==> src/rtl/sc_adder_chain_ctrl.sv <==
// Run controller for a stochastic-computing scaled-adder chain:
// sequences flush/run/drain, drives LFSR selects, counts output 1s.
module sc_adder_chain_ctrl #(
  parameter int          N         = 10,
  parameter int          LEN_W     = 8,
  parameter int          CHAIN_LAT = 1,
  parameter logic [15:0] SEED      = 16'hACE1
) (
  input  logic             clk,
  input  logic             rst,
  input  logic             start,
  input  logic [LEN_W-1:0] len,
  input  logic             sum_in,
  output logic             chain_rst,
  output logic             en,
  output logic [N-2:0]     sel,
  output logic             busy,
  output logic             done,
  output logic [LEN_W-1:0] count
);

  localparam logic [2:0] IDLE  = 3'd0;
  localparam logic [2:0] FLUSH = 3'd1;
  localparam logic [2:0] RUN   = 3'd2;
  localparam logic [2:0] DRAIN = 3'd3;
  localparam logic [2:0] DONE  = 3'd4;

  localparam int DW = (CHAIN_LAT > 1) ? $clog2(CHAIN_LAT) : 1;

  logic [2:0]           state;
  logic [LEN_W-1:0]     len_q;
  logic [LEN_W-1:0]     run_cnt;
  logic [DW-1:0]        drain_cnt;
  logic [15:0]          lfsr;
  logic [15:0]          lfsr_nxt;
  logic [CHAIN_LAT-1:0] win_sr;
  logic                 win;

  assign lfsr_nxt  = {lfsr[14:0], lfsr[15] ^ lfsr[13] ^ lfsr[12] ^ lfsr[10]};
  assign chain_rst = (state == FLUSH);
  assign en        = (state == RUN);
  assign sel       = en ? lfsr[N-2:0] : '0;
  assign busy      = (state != IDLE);
  assign done      = (state == DONE);
  assign win       = win_sr[CHAIN_LAT-1];

  // Window is en delayed by the chain latency, aligned with sum_in.
  always_ff @(posedge clk) begin
    if (rst || state == FLUSH) begin
      win_sr <= '0;
    end else begin
      win_sr <= (win_sr << 1) | CHAIN_LAT'(en);
    end
  end

  always_ff @(posedge clk) begin
    if (rst) begin
      state     <= IDLE;
      len_q     <= '0;
      run_cnt   <= '0;
      drain_cnt <= '0;
      lfsr      <= SEED;
      count     <= '0;
    end else begin
      if (win && sum_in) begin
        count <= count + LEN_W'(1);
      end
      unique case (state)
        IDLE: begin
          if (start) begin
            state <= FLUSH;
            len_q <= len;
            lfsr  <= SEED;
            count <= '0;
          end
        end
        FLUSH: begin
          run_cnt   <= len_q - LEN_W'(1);
          drain_cnt <= DW'(CHAIN_LAT - 1);
          state     <= (len_q == '0) ? DRAIN : RUN;
        end
        RUN: begin
          lfsr <= lfsr_nxt;
          if (run_cnt == '0) begin
            state <= DRAIN;
          end else begin
            run_cnt <= run_cnt - LEN_W'(1);
          end
        end
        DRAIN: begin
          if (drain_cnt == '0) begin
            state <= DONE;
          end else begin
            drain_cnt <= drain_cnt - DW'(1);
          end
        end
        DONE: begin
          state <= IDLE;
        end
        default: begin
          state <= IDLE;
        end
      endcase
    end
  end

endmodule

==> config.mk <==
export PLATFORM = sky130hd
export DESIGN_NAME = sc_adder_chain_ctrl
export DESIGN_NICKNAME = d
export VERILOG_FILES = /design/src/rtl/sc_adder_chain_ctrl.sv
export SDC_FILE = /design/constraint.sdc
export NUM_CORES = 1
export LEC_CHECK = 0
export BUFFER_PORTS_ARGS = -buffer_cell sky130_fd_sc_hd__buf_4
export CORE_MARGIN = 1
export CORE_UTILIZATION = 58
export CTS_BUF_LIST = sky130_fd_sc_hd__clkbuf_8
export CTS_CLUSTER_SIZE = 8
export DETAILED_ROUTE_END_ITERATION = 10
export PLACE_DENSITY_LB_ADDON = 0.08
export SETUP_SLACK_MARGIN = 0.3
export SYNTH_ARGS = -nofsm -noshare
export SYNTH_HDL_FRONTEND = slang
export SYNTH_SLANG_ARGS = --single-unit
==> constraint.sdc <==
create_clock -name clk -period 2.8 [get_ports clk]
set_input_delay 0.56 -clock clk [delete_from_list [all_inputs] [get_ports clk]]
set_output_delay 0.56 -clock clk [all_outputs]
set_load 0.01 [all_outputs]
==> impl_metrics.csv <==
group,metric,value,unit
floorplan,die_w,60.7,µm
critical_path,criticalPathCategory,"reg2reg",
status,outcome,"finished clean",
global_routing,grtUsageMet3,7.04,%
final_layout,area_delta_synth_final,18.0,%
critical_path,crit_path_end_kind,"flip-flop",
critical_path,path_max_fanout,10,
synth,synth_mux_area_share,1.00,%
synth,synth.cell_area,2000,µm²
final_layout,fillCellCount,262,
floorplan,die_height,60.7,µm
global_routing,grt_overflow,0,
route,drt_first_pass_iters,4,
synth,avgSynthCellArea,8.61,µm²
clock_network,clkSinkCount,44,
run,maxCapViolations,0,
critical_path,required,3.02,ns
power_and_ir_drop,seq_power_share,43.7,%
route,drcViolationCount,0,
power_and_ir_drop,clkPwrFrac,19.5,%
synth,yosysMostFrequentCell,"dfxtp_1",
synth,synth_top_family_by_area,"simple AND/OR/NAND/NOR gates",
power_and_ir_drop,p_per_area,881,nW/µm²
global_routing,grt_use_total,25.3,%
final_layout,fin_area,2360,µm²
clock_network,clk_path_buf_depth,2,
synth,synth_edf_count,0,
final_layout,num_antenna_cells,0,
timing,setup_viol,0,
synth,synthSimpleGateAreaFrac,27.2,%
synth,yosys.area.top_type,"dfxtp_1",
final_layout,multi_input_area,1060,µm²
synth,syn_nets,246,
synth,synth_cell_types,50,
global_routing,antenna_found_initial,0,
place,gp_congestion,0.875,
floorplan,fp-row-count,20,
synth,synthXorXnorAreaFrac,4.82,%
timing,period_share,84.3,%
final_layout,ff_latch_area,881,µm²
timing,slew-limit-headroom,56.9,%
final_layout,final_nets,275,
timing,worstMarginPinSlew,0.641,ns
synth,synth_area_leaders,"dfxtp_1, nand2_1, a21oi_1",
route,viasPerCell,5.75,
timing,fmax,0.424,GHz
route,drt_iter0_drc,135,
global_routing,grtUsageMet1,35.6,%
synth,async_flop_share,0,%
floorplan,io_pins,33,
critical_path,critPathLaunchType,"flip-flop",
place,port_buffers,32,
timing,finalHoldViolCount,0,
timing,finalSetupTns,0,ns
clock_network,cts-buffers-inserted,5,
synth,yosysWarnings,0,
floorplan,dieArea,3680,µm²
synth,syn_inst,232,
timing,finalCriticalPeriod,2.36,ns
clock_network,cts.htree.levels,2,
global_routing,grt_max_degree,22,
power_and_ir_drop,p_comb_share,36.8,%
power_and_ir_drop,p_int,1.30,mW
power_and_ir_drop,power.switching,0.779,mW
critical_path,arrival,2.58,ns
synth,synth.top_cell.area_share,44.1,%
power_and_ir_drop,power_leakage,0.962,nW
clock_network,clock_latency,0.29,ns
route,wl_per_cell,13.4,µm
timing,skew,0.00394,ns
clock_network,cts_root_buffer,"clkbuf_8",
synth,yosys_register_bits,44,
synth,ys.flop_type,"dfxtp_1",
synth,synth_compound_area_share,18.3,%
place,dpl_cell_area,2260,µm²
global_routing,grtUsageMet2,37.4,%
synth,seq_area_frac_synth,44.1,%
floorplan,coreArea,3150,µm²
power_and_ir_drop,ir_drop,459,µV
final_layout,drive_gt1_share,18.3,%
route,final_antenna_net_count,0,
global_routing,top_usage_layer,"met2",
power_and_ir_drop,netSwitchingFraction,37.5,%
clock_network,cts_hold_buf,0,
min_path,hp-class,"reg2reg",
global_routing,grt_pass1_wl,6830,µm
synth,synthAdderAreaFrac,1.25,%
synth,netlist_top_cells_count,"dfxtp_1, nand2_1, a21oi_1, nor2_1, o21ai_0",
timing,maxSlewViolCount,0,
route,vias,1759,
timing,rsz0062_at_grt,"false",
clock_network,cts_tree,"yes",
route,wl,4090,µm
clock_network,clk_pin_slew_worst_paths,0.08,ns
place,dp_hpwl,2890,µm
floorplan,start_util,63.4,%
global_routing,grt_pass1_vias,1559,
-- sequential cells by signal, indices dropped and copies added (netlist names) --
register  flops
len_q         8
run_cnt       8
win           1
lfsr         16
state         3
count         8
-- cells by family (layout without fill, tap and decap cells) --
kind of cell | count (synthesis) | after routing
buf+inv | 16 | 46
mux | 2 | 2
compound gates | 55 | 55
flops | 44 | 44
fa+ha+maj | 2 | 2
xor+xnor | 11 | 11
simple gates | 102 | 102
-- area by class of cell --
class / instances / area share, %
multi-input combinational: 172 / 44.9
sequential: 44 / 37.3
timing repair buffer: 33 / 10.5
clock buffer: 6 / 3.50
tap: 44 / 2.33
inverter: 5 / 0.902
clock inverter: 2 / 0.477
-- layer usage --
| layer | share of wire (%) | vias to the layer above |
|---|---|---|
| met2 | 42 | 56 |
| met1 | 51 | 815 |
| met5 | 0 | - |
| li1 | - | 886 |
| met4 | 0.73 | 0 |
| met3 | 5.4 | 2 |
-- stage by stage --
stage          power [mW]  setup WS, ns  util [%]  std cells  hold WS [ns]
2_1_floorplan        1.46         0.651         -        232         0.434
3_3_place_gp         1.65         0.520      71.7        298         0.446
3_5_place_dp         1.67         0.410      71.7        298         0.464
4_1_cts              2.06         0.319      74.6        306         0.491
5_1_grt              2.22         0.322      74.8        306         0.499
6_report             2.08         0.440      74.8        306         0.484
-- final timing paths --
kind | end | slack, ns | cells past startpoint | start
setup / recovery | run_cnt[6] | 0.44 | 7 | state[1]
hold / removal | lfsr[2] | 0.48 | 2 | lfsr[2]
setup reg to reg | run_cnt[6] | 0.44 | 7 | state[1]
hold reg to reg | lfsr[2] | 0.48 | 2 | lfsr[2]
-- placed cells by master, fill, tap and decap left out, types with 4 or more instances in the layout --
master    instances
inv_1             5
and2_1            9
dfxtp_1          44
clkbuf_8          6
a21oi_1          16
nor3_1            6
xor2_1            9
buf_4            33
nand2_1          29
o21ai_0          11
a22o_1            5
nand2b_1          4
nor4_1            6
o22a_1            5
nor2b_1           4
nand3_1           6
nor2_1           16
-- power by group through the flow --
stage	clock network (mW)	logic (mW)	registers, mW
6_report	0.406	0.765	0.907
4_1_cts	0.407	0.755	0.901
3_5_place_dp	0	0.751	0.914
3_3_place_gp	0	0.746	0.909
2_1_floorplan	0	0.614	0.846
5_1_grt	0.446	0.849	0.923
-- critical path: stages, from the launching register on --
cell and delay, ns:
dfxtp_1 0.50, or3b_4 0.50, mux2i_1 0.23, ha_1 0.25, nor2b_1 0.29, and4b_1 0.26, o211ai_1 0.09, a31oi_1 0.16
-- timing repair --
action	in CTS	in global routing
buffers inserted	0	0
hold endpoints to repair	0	0
setup endpoints to repair	0	12
gates resized for setup	0	2
Note: power is estimated with default switching activity, not from simulation.
